[src/rtl/dmem_port_scheduler_pkg.sv]
// Shared definitions for the data-memory port scheduler.
//   - optype encodings seen on the load/store request ports
//   - scheduler FSM state encoding
//   - default data-memory latency
//   - load_extract(): narrows raw load data according to the load optype
package dmem_port_scheduler_pkg;

  localparam int unsigned MEM_LATENCY_DEF = 10;

  typedef enum logic [3:0] {
    OP_LB = 4'd7,
    OP_LW = 4'd8,
    OP_SB = 4'd9,
    OP_SW = 4'd10
  } optype_e;

  typedef enum logic [1:0] {
    ST_IDLE     = 2'd0,
    ST_LOOKUP   = 2'd1,
    ST_MEM_WAIT = 2'd2,
    ST_RESP     = 2'd3
  } sched_state_e;

  // Byte loads return the low byte zero-extended, whatever supplied the word.
  function automatic logic [31:0] load_extract(input logic [3:0] op, input logic [31:0] raw);
    return (op == OP_LB) ? {24'b0, raw[7:0]} : raw;
  endfunction

endpackage

[src/rtl/dmem_grant_arbiter.sv]
// Grant logic between the load queue and the store buffer, plus the
// starvation counter that forces a store through after STARVE_MAX
// consecutive load grants.
// Ports:
//   clk, rst             clock, synchronous active-high reset
//   arb_en_i             scheduler is idle and may accept a request
//   ld_valid_i/st_valid_i request valids
//   ld_addr_i/st_addr_i  request word addresses (same-address ordering)
//   grant_ld_o/grant_st_o one-hot grant, only while arb_en_i
module dmem_grant_arbiter #(
  parameter int unsigned STARVE_MAX = 4,
  parameter int unsigned CNT_W      = $clog2(STARVE_MAX + 1)
) (
  input  logic        clk,
  input  logic        rst,
  input  logic        arb_en_i,
  input  logic        ld_valid_i,
  input  logic        st_valid_i,
  input  logic [31:0] ld_addr_i,
  input  logic [31:0] st_addr_i,
  output logic        grant_ld_o,
  output logic        grant_st_o
);

  localparam logic [CNT_W-1:0] CNT_MAX = CNT_W'(STARVE_MAX);

  logic [CNT_W-1:0] starve_cnt_q, starve_cnt_d;
  logic             store_first;

  // A store overtakes a waiting load when the load has been starving it,
  // or when both target the same word (store must be ordered first).
  assign store_first = (starve_cnt_q == CNT_MAX) || (ld_addr_i == st_addr_i);

  always_comb begin
    grant_ld_o = 1'b0;
    grant_st_o = 1'b0;
    if (arb_en_i) begin
      if (ld_valid_i && st_valid_i) begin
        grant_st_o = store_first;
        grant_ld_o = !store_first;
      end else begin
        grant_ld_o = ld_valid_i;
        grant_st_o = st_valid_i;
      end
    end
  end

  always_comb begin
    starve_cnt_d = starve_cnt_q;
    if (grant_st_o || !st_valid_i) begin
      starve_cnt_d = '0;
    end else if (grant_ld_o && (starve_cnt_q != CNT_MAX)) begin
      starve_cnt_d = starve_cnt_q + CNT_W'(1);
    end
  end

  always_ff @(posedge clk) begin
    if (rst) begin
      starve_cnt_q <= '0;
    end else begin
      starve_cnt_q <= starve_cnt_d;
    end
  end

endmodule

[src/rtl/dmem_port_scheduler.sv]
// Schedules loads (cache probe first, data memory on miss) and stores onto
// the single data-memory port. One operation in flight; requesters are
// back-pressured through ld_ready/st_ready, which only rise in IDLE.
// Ports:
//   ld_*      load request (valid/ready, optype, addr, pc, tag)
//   st_*      store request (valid/ready, optype, addr, data, pc)
//   cache_*   probe address out, hit/data in (sampled in LOOKUP)
//   mem_*     data-memory enables and operation fields out; done pulses
//             and read data in
//   resp_*    one-cycle load completion
//   st_done   one-cycle store completion
//   busy, err_timeout  status (err_timeout sticky until reset)
//
// state       | meaning
// ST_IDLE     | arbitrating, ready may be asserted
// ST_LOOKUP   | load probing the cache
// ST_MEM_WAIT | load miss or store on the data-memory port
// ST_RESP     | load response presented for one cycle
module dmem_port_scheduler
  import dmem_port_scheduler_pkg::*;
#(
  parameter int unsigned MEM_LATENCY = MEM_LATENCY_DEF,
  parameter int unsigned STARVE_MAX  = 4,
  parameter int unsigned TAG_W       = 6
) (
  input  logic             clk,
  input  logic             rst,
  input  logic             ld_valid,
  output logic             ld_ready,
  input  logic [3:0]       ld_optype,
  input  logic [31:0]      ld_addr,
  input  logic [31:0]      ld_pc,
  input  logic [TAG_W-1:0] ld_tag,
  input  logic             st_valid,
  output logic             st_ready,
  input  logic [3:0]       st_optype,
  input  logic [31:0]      st_addr,
  input  logic [31:0]      st_data,
  input  logic [31:0]      st_pc,
  input  logic             cache_hit,
  input  logic [31:0]      cache_data,
  output logic [31:0]      cache_addr,
  output logic             mem_read_en,
  output logic             mem_write_en,
  output logic [31:0]      mem_addr,
  output logic [31:0]      mem_data,
  output logic [31:0]      mem_pc,
  output logic [3:0]       mem_optype,
  output logic [TAG_W-1:0] mem_reg,
  output logic             mem_cache_miss,
  input  logic             mem_data_valid,
  input  logic             mem_has_stored,
  input  logic [31:0]      mem_rdata,
  output logic             resp_valid,
  output logic [TAG_W-1:0] resp_tag,
  output logic [31:0]      resp_data,
  output logic [31:0]      resp_pc,
  output logic             st_done,
  output logic             busy,
  output logic             err_timeout
);

  localparam int unsigned      WD_W    = $clog2(2 * MEM_LATENCY);
  localparam logic [WD_W-1:0] WD_LAST = WD_W'(2 * MEM_LATENCY - 1);

  sched_state_e     state_q, state_d;
  logic [WD_W-1:0]  wd_q, wd_d;
  logic             err_q, err_d;

  logic             is_st_q;
  logic [3:0]       op_q;
  logic [31:0]      addr_q, data_q, pc_q, rdata_q;
  logic [TAG_W-1:0] tag_q;

  logic             grant_ld, grant_st, arb_en, done_seen;

  assign arb_en    = (state_q == ST_IDLE) && !rst;
  assign done_seen = is_st_q ? mem_has_stored : mem_data_valid;

  dmem_grant_arbiter #(.STARVE_MAX(STARVE_MAX)) u_arb (
    .clk        (clk),
    .rst        (rst),
    .arb_en_i   (arb_en),
    .ld_valid_i (ld_valid),
    .st_valid_i (st_valid),
    .ld_addr_i  (ld_addr),
    .st_addr_i  (st_addr),
    .grant_ld_o (grant_ld),
    .grant_st_o (grant_st)
  );

  always_ff @(posedge clk) begin
    if (rst) begin
      state_q <= ST_IDLE;
      wd_q    <= '0;
      err_q   <= 1'b0;
    end else begin
      state_q <= state_d;
      wd_q    <= wd_d;
      err_q   <= err_d;
    end
  end

  // Request latch and response data capture.
  always_ff @(posedge clk) begin
    if (rst) begin
      is_st_q <= 1'b0;
      op_q    <= '0;
      addr_q  <= '0;
      data_q  <= '0;
      pc_q    <= '0;
      tag_q   <= '0;
      rdata_q <= '0;
    end else begin
      if (grant_ld) begin
        is_st_q <= 1'b0;
        op_q    <= ld_optype;
        addr_q  <= ld_addr;
        data_q  <= '0;
        pc_q    <= ld_pc;
        tag_q   <= ld_tag;
      end else if (grant_st) begin
        is_st_q <= 1'b1;
        op_q    <= st_optype;
        addr_q  <= st_addr;
        data_q  <= st_data;
        pc_q    <= st_pc;
        tag_q   <= '0;
      end
      if ((state_q == ST_LOOKUP) && cache_hit) begin
        rdata_q <= load_extract(op_q, cache_data);
      end else if ((state_q == ST_MEM_WAIT) && !is_st_q && mem_data_valid) begin
        rdata_q <= load_extract(op_q, mem_rdata);
      end
    end
  end

  always_comb begin
    state_d = state_q;
    wd_d    = '0;
    err_d   = err_q;
    unique case (state_q)
      ST_IDLE: begin
        if (grant_st)      state_d = ST_MEM_WAIT;
        else if (grant_ld) state_d = ST_LOOKUP;
      end
      ST_LOOKUP: state_d = cache_hit ? ST_RESP : ST_MEM_WAIT;
      ST_MEM_WAIT: begin
        if (done_seen) begin
          state_d = is_st_q ? ST_IDLE : ST_RESP;
        end else if (wd_q == WD_LAST) begin
          // Memory never answered: abandon the operation silently.
          state_d = ST_IDLE;
          err_d   = 1'b1;
        end else begin
          wd_d = wd_q + WD_W'(1);
        end
      end
      ST_RESP: state_d = ST_IDLE;
      default: state_d = ST_IDLE;
    endcase
  end

  always_comb begin
    ld_ready       = grant_ld;
    st_ready       = grant_st;
    busy           = (state_q != ST_IDLE);
    err_timeout    = err_q;
    cache_addr     = '0;
    mem_read_en    = 1'b0;
    mem_write_en   = 1'b0;
    mem_addr       = '0;
    mem_data       = '0;
    mem_pc         = '0;
    mem_optype     = '0;
    mem_reg        = '0;
    mem_cache_miss = 1'b0;
    resp_valid     = 1'b0;
    resp_tag       = '0;
    resp_data      = '0;
    resp_pc        = '0;
    st_done        = 1'b0;
    unique case (state_q)
      ST_LOOKUP: cache_addr = addr_q;
      ST_MEM_WAIT: begin
        mem_read_en    = !is_st_q;
        mem_write_en   = is_st_q;
        mem_cache_miss = !is_st_q;
        mem_addr       = addr_q;
        mem_data       = data_q;
        mem_pc         = pc_q;
        mem_optype     = op_q;
        mem_reg        = tag_q;
        st_done        = is_st_q && mem_has_stored && !rst;
      end
      ST_RESP: begin
        resp_valid = 1'b1;
        resp_tag   = tag_q;
        resp_data  = rdata_q;
        resp_pc    = pc_q;
      end
      default: ;
    endcase
  end

endmodule

[config.mk]
export PLATFORM = sky130hd
export DESIGN_NAME = dmem_port_scheduler
export DESIGN_NICKNAME = d
export VERILOG_FILES = /design/src/rtl/dmem_port_scheduler_pkg.sv /design/src/rtl/dmem_grant_arbiter.sv /design/src/rtl/dmem_port_scheduler.sv
export SDC_FILE = /design/constraint.sdc
export NUM_CORES = 1
export LEC_CHECK = 0
export BUFFER_PORTS_ARGS = -buffer_cell sky130_fd_sc_hd__buf_2
export CAP_MARGIN = 25
export CORE_AREA = 2 2 179 181
export DETAILED_ROUTE_END_ITERATION = 12
export DIE_AREA = 0 0 181 183
export PLACE_DENSITY = 0.5
export SETUP_SLACK_MARGIN = 0.5
export SLEW_MARGIN = 20
export SYNTH_ARGS = -nofsm -noshare
export SYNTH_HDL_FRONTEND = slang
export SYNTH_SLANG_ARGS = --single-unit
[constraint.sdc]
create_clock -name clk -period 2.5 [get_ports clk]
set_input_delay 0.5 -clock clk [delete_from_list [all_inputs] [get_ports clk]]
set_output_delay 0.5 -clock clk [all_outputs]
set_load 0.01 [all_outputs]
# == Word-level counts from Yosys, hierarchy flattened ==
# Index checks and enable logic that the tools add are counted.
# classes
addsub,2
eq_ne,10
n_mux,37
n_bitwise,2
reduce_logical,23
# op_table
op,n
two-way mux 32 bit,14
equality test 32 bit,1
two-way mux 6 bit,4
two-way mux 4 bit,3
two-way mux 1 bit,10
two-way mux 2 bit,5
logical AND 1 bit,8
one-hot mux 2 bit (4 select lines),1
nonzero test 2 bit,3
adder 5 x 1 -> 5 bit (second input constant),1
equality test 5 bit (second input constant),1
equality test 2 bit (second input constant),2
equality test 4 x 3 -> 1 bit (second input constant),1
zero test 1 bit,4
OR reduction 2 bit,2
OR reduction 4 bit,1
adder 3 x 1 -> 3 bit (second input constant),1
equality test 3 bit (second input constant),1
!= test 3 x 1 -> 1 bit (second input constant),1
!= test 3 x 2 -> 1 bit (second input constant),1
!= test 3 bit (second input constant),1
AND reduction 3 bit,1
equality test 2 x 1 -> 1 bit (second input constant),1
zero test 2 bit,1
3 further kinds,5
# word_totals
regBits,150
inputBits,245
word_cells,85

# == Longest topological paths before layout ==
# depth
word_depth,8
depth_mapped,9
mapped_depth_nobuf,8

# == Modules after synthesis ==
# Synthesis repeated with hierarchy kept, for this count alone.
# hier_totals
hier_cells,954
area_unflattened_um2,8648.3
# modules_own_cells
mod,n_inst,cells_each,area_each_um2
dmem_port_scheduler,1,877,7977.7
dmem_grant_arbiter,1,77,670.6

# == Worst setup path after synthesis ==
# OpenSTA, ideal clock, no wires.
# synth_path
path_kind,input-to-output
startpoint,input port st_addr[21]
endpoint,output port st_ready
arrival_ns,1.926
path_slack_ns,0.074
stages,7
path_buffers,1
cell_sequence,xnor2_1 > nand4_1 > or4_4 > o21ai_4 > nand2_2 > buf_2 > inv_1
# synth_via
elab_chain_len,4
# synth_lines
element,line,text
"start, declared",dmem_port_scheduler.sv:37,"input logic [31:0] st_addr,"
equality test 32 bit,dmem_grant_arbiter.sv:32,assign store_first = (starve_cnt_q == CNT_MAX) || (ld_addr_i == st_addr_i);
logical OR 1 bit,dmem_grant_arbiter.sv:32,
two-way mux 1 bit,dmem_grant_arbiter.sv:38,if (ld_valid_i && st_valid_i) begin
two-way mux 1 bit,dmem_grant_arbiter.sv:37,if (arb_en_i) begin
"end, declared",dmem_port_scheduler.sv:35,"output logic st_ready,"
# Every way passes these cells.

# == Worst setup path after layout ==
# layout_path
startpoint,input port ld_addr[15]
endpoint,output port ld_ready
# layout_via
elab_chain_len,5
# layout_lines
element,line,text
"start, declared",dmem_port_scheduler.sv:31,"input logic [31:0] ld_addr,"
equality test 32 bit,dmem_grant_arbiter.sv:32,
logical OR 1 bit,dmem_grant_arbiter.sv:32,
zero test 1 bit,dmem_grant_arbiter.sv:40,grant_ld_o = !store_first;
two-way mux 1 bit,dmem_grant_arbiter.sv:38,
two-way mux 1 bit,dmem_grant_arbiter.sv:37,
"end, declared",dmem_port_scheduler.sv:29,"output logic ld_ready,"
# Every way passes these cells.

==> parameters.txt <==
Parameter                              Value

Setup path
  Largest stage delay, worst path ... 620 ps
  Startpoint kind of the worst setup timing path ... input pin
  Data required time at the worst endpoint ... 2000 ps
  Data arrival at the endpoint of the critical path ... 2120 ps
  Critical path's most frequent cell ... sky130_fd_sc_hd__buf_6
  Largest fanout on the critical path ... 3
  Critical path capture point type ... output pin
  Worst reg2reg path startpoint ... state_q[1]
  Crit Path Class ... input pin to output pin
  R2R Path End ... pc_q[7]
  Number of cell instances on the worst register-to-register path ... 11
  Crit-path leading delay family ... simple AND/OR/NAND/NOR gates
  Slowest stage cell on the critical path ... sky130_fd_sc_hd__or4_4
  Reg-to-reg slack, setup ... between 200 and 300 ps
  Critical path, cell by cell ... buf_6 -> xnor2_2 -> buf_4 -> nand4_1 -> or4_4 -> nor2_4 -> o22a_4 -> inv_6 -> buf_6
  Number of buffers and inverters on the critical path ... 4

GRT
  Maximum number of pins on one net before global-route repair ... 106
  Grt total ovfl ... 0
  Vias in the first global route ... 9,872
  Number of antenna violations at the first check in global routing ... 8
  Overall track demand over capacity in global routing ... 25.6%
  First-pass GRT wire length ... 63.9 mm

Synth
  Dominant synthesized flop cell ... sky130_fd_sc_hd__dfxtp_1
  Most area-hungry cell type in the Yosys netlist ... sky130_fd_sc_hd__dfxtp_1
  Dominant combinational cell family by area after synthesis ... simple AND/OR/NAND/NOR gates
  Area share of fa/ha/maj cells after synthesis ... less than 1%
  Post-synth EDFFs ... 0
  Post-synthesis cell type count ... 43
  Share of the synthesized area in the top cell type ... 37.6%
  Most area-consuming cells after synthesis ... sky130_fd_sc_hd__dfxtp_1 (38%), sky130_fd_sc_hd__and2_1 (11%), sky130_fd_sc_hd__o221a_1 (9.6%), sky130_fd_sc_hd__nor2_1 (8.5%), sky130_fd_sc_hd__and3_1 (5.6%)
  Compound-Gate Fraction of Synth Area ... 21.7%
  Syn Nets ... 1,230
  Instance count of the mapped netlist ... 982
  Sequential area share after synthesis ... 37.6%
  Number of synthesized register bits ... 150
  Syn avg cell area ... a little over 8 um2
  Synthesized-area fraction occupied by xor and xnor cells ... 3.95%
  Post-synth design cell area ... approximately 8000 um2
  Simple-gate share of the synthesized area ... 30.8%
  Number of warnings reported in the yosys synthesis log ... 0
  Fraction of synthesized area in multiplexers ... 0.125%
  Proportion of register bits with asynchronous set or reset after synthesis ... 0%

Run
  Reported max-cap violation count ... 0

Status
  Outcome ... finished, violations left
  Violated checks ... negative setup slack

Timing
  Setup repair after global routing missed its margin ... yes
  Clock skew ... 14.5 ps
  Post-route clock period utilization ... 105%
  Rel. slew slack ... 48.6%
  Upper clock frequency limit ... 381 MHz
  Slew at the pin closest to its max-slew limit ... 765 ps
  Minimum clock period after layout ... 2620 ps
  Smallest setup slack after layout ... -124 ps
  Final slew viol count ... 0
  Count of final hold-check violations ... 0
  Total setup violations reported at the end of the flow ... 2

Detailed routing
  Wire length reported by the detailed router ... 45.0 mm
  Detail-routed net length per standard cell ... 22.9 um
  Antenna viol nets, final ... 0
  Drt via density ... roughly 5
  Drt pass-1 iters ... 5
  DRC marker count from the first detailed-route iteration ... roughly 570
  Via Count ... 10,000
  DRC errors left ... 0

Power
  Leak Pwr ... approximately 7.2 nW
  Power density over the cells ... ~530 nW/um2
  Largest vdd supply drop ... 0.469 mV

Placement
  Placer Congestion ... roughly 0.83
  DP Wirelength ... 25.1 mm
  I/O Buffers ... 461
  Placement-stage worst setup slack ... -400 ps
  Placement Cell Area ... 11,100 um2

Die
  Starting density of the core ... 25.6%
  Die boundary width ... 181 um
  Boundary Pins ... approximately 460
  Area enclosed by the die boundary ... between 30,000 and 40,000 um2
  Total number of placement rows ... 65
  Area inside the core boundary ... 31,200 um2
  Vertical die dimension ... 183 um

Finish
  Layout cell share with drive strength beyond 1 ... 58.1%
  Finished layout cell area ... between 15,000 and 20,000 um2
  Layout Nets ... 1,797
  Filler cell count in the final layout ... approximately 2,900
  Area Overhead vs Synth ... 99.2%
  Top library cells by usage in the layout, fill and taps aside ... sky130_fd_sc_hd__buf_2 (260), sky130_fd_sc_hd__buf_6 (225), sky130_fd_sc_hd__nor2_1 (180), sky130_fd_sc_hd__dfxtp_1 (148), sky130_fd_sc_hd__and2_4 (140)
  Most common cell after layout, fill and taps aside ... sky130_fd_sc_hd__buf_2

Clocking
  Clock insertion delay at the later pin of the skew report ... about 430 ps
  Root buffer cell ... sky130_fd_sc_hd__clkbuf_16
  Longest Clk Path Bufs ... 2
  TritonCTS clock tree ... built
  Number of clock buffers inserted by TritonCTS ... 17
  Clock sink total ... 150
  Total number of H-tree levels ... 4
  Clock Pin Slew Worst Setup and Hold Paths ... 60 ps

Hold path
  Hold-critical path depth ... 2
  Start point of the worst min-delay path ... ld_tag[5]
  Worst min path class ... input pin to flop
  Hold Crit Endpoint ... tag_q[5]
cells by family after synthesis:
family | after synthesis
simple gates | 478
compound gates | 212
flops | 150
buf+inv | 102
xor+xnor | 36
fa+ha+maj | 3
mux | 1
worst reg2reg max path, stage by stage, from the launching register on:
cell and delay (ps):
sky130_fd_sc_hd__dfxtp_4 350, sky130_fd_sc_hd__or2_2 320, sky130_fd_sc_hd__nor2_1 120, sky130_fd_sc_hd__buf_4 170
sky130_fd_sc_hd__and2_1 210, sky130_fd_sc_hd__nand2_4 100, sky130_fd_sc_hd__buf_6 130, sky130_fd_sc_hd__buf_12 130
sky130_fd_sc_hd__buf_6 110, sky130_fd_sc_hd__buf_6 110, sky130_fd_sc_hd__buf_16 140, sky130_fd_sc_hd__o221a_1 240
final cells by class:
cell class | count | area [um2] | share of cell area [%]
diodes | 5 | 12.5 | 0.0786
clock buffers | 20 | 457 | 2.87
clock inverters | 12 | 140 | 0.880
inverters | 6 | 30.0 | 0.189
multi-input cells | 730 | 5450 | 34.2
flip-flops and latches | 150 | 3010 | 18.9
well taps | 402 | 503 | 3.16
repair buffers | 644 | 6320 | 39.7
synthesized netlist by cell type (3+ instances only):
| master | number |
|---|---|
| sky130_fd_sc_hd__inv_1 | 4 |
| sky130_fd_sc_hd__a22oi_1 | 24 |
| sky130_fd_sc_hd__nand4_1 | 10 |
| sky130_fd_sc_hd__a32o_1 | 6 |
| sky130_fd_sc_hd__a22o_1 | 24 |
| sky130_fd_sc_hd__nand3_1 | 45 |
| sky130_fd_sc_hd__a311oi_1 | 9 |
| sky130_fd_sc_hd__nor2_1 | 181 |
| sky130_fd_sc_hd__o21ai_0 | 32 |
| sky130_fd_sc_hd__clkbuf_1 | 68 |
| sky130_fd_sc_hd__xnor2_1 | 34 |
| sky130_fd_sc_hd__and2_1 | 142 |
| sky130_fd_sc_hd__ha_1 | 3 |
| sky130_fd_sc_hd__nand2_1 | 14 |
| sky130_fd_sc_hd__and3_1 | 71 |
| sky130_fd_sc_hd__o221a_1 | 68 |
| sky130_fd_sc_hd__nor4_1 | 3 |
| sky130_fd_sc_hd__buf_2 | 21 |
| sky130_fd_sc_hd__buf_1 | 3 |
| sky130_fd_sc_hd__a31oi_1 | 3 |
| sky130_fd_sc_hd__nor2b_1 | 5 |
| sky130_fd_sc_hd__a21oi_1 | 37 |
| sky130_fd_sc_hd__dfxtp_1 | 150 |
layer usage:
metal	wire, um	global-route usage, %	vias up
met5	29	0	-
met3	3240	6.53	81
li1	-	-	4622
met2	22700	45.2	489
met1	17800	30.4	4852
met4	1290	8.33	4
worst max-delay path by stage:
stage,startpoint,endpoint,slack (ps),depth (start not counted)
floorplan,st_addr[18],ld_ready,140,8
global placement,st_addr[17],ld_ready,-380,8
detailed placement,st_addr[17],ld_ready,-400,8
CTS,ld_addr[17],ld_ready,-80,8
global route,ld_addr[15],ld_ready,-210,9
finish,ld_addr[15],ld_ready,-120,9
power by group:
| part | internal (W) | switching (W) | total, W |
|---|---|---|---|
| sequential | 0.00261 | 0.000189 | 0.00280 |
| clock | 0.00154 | 0.00117 | 0.00271 |
| combinational | 0.00160 | 0.00135 | 0.00295 |
| total | 0.00575 | 0.00272 | 0.00847 |
metrics by stage:
stage | TNS, ps | total power (W) | utilization (%) | std cells | hold slack (ps)
floorplan | 0 | 0.00371 | - | 982 | 418
global placement | -26290 | 0.00446 | 35.7 | 1818 | 431
detailed placement | -28890 | 0.00449 | 35.7 | 1818 | 456
CTS | -151 | 0.00830 | 47.5 | 1953 | 272
global route | -2340 | 0.00882 | 51.0 | 1969 | 272
finish | -241 | 0.00847 | 51.0 | 1969 | 292
flip-flops by register name, summed over array words and instances (netlist names), 2 cells and up:
| register | flops |
|---|---|
| u_arb.starve_cnt_q | 3 |
| rdata_q | 32 |
| tag_q | 6 |
| pc_q | 32 |
| data_q | 32 |
| state_q | 2 |
| wd_q | 5 |
| op_q | 4 |
| addr_q | 32 |
repair_timing:
item / CTS / global route
endpoints found under the setup margin: 326 / 358
pin swaps: 77 / 31
cloned: 32 / 3
hold buffers: 0 / 0
buffers inserted: 71 / 8
gates resized for setup: 357 / 197
Note: power is estimated with default switching activity, not from simulation.
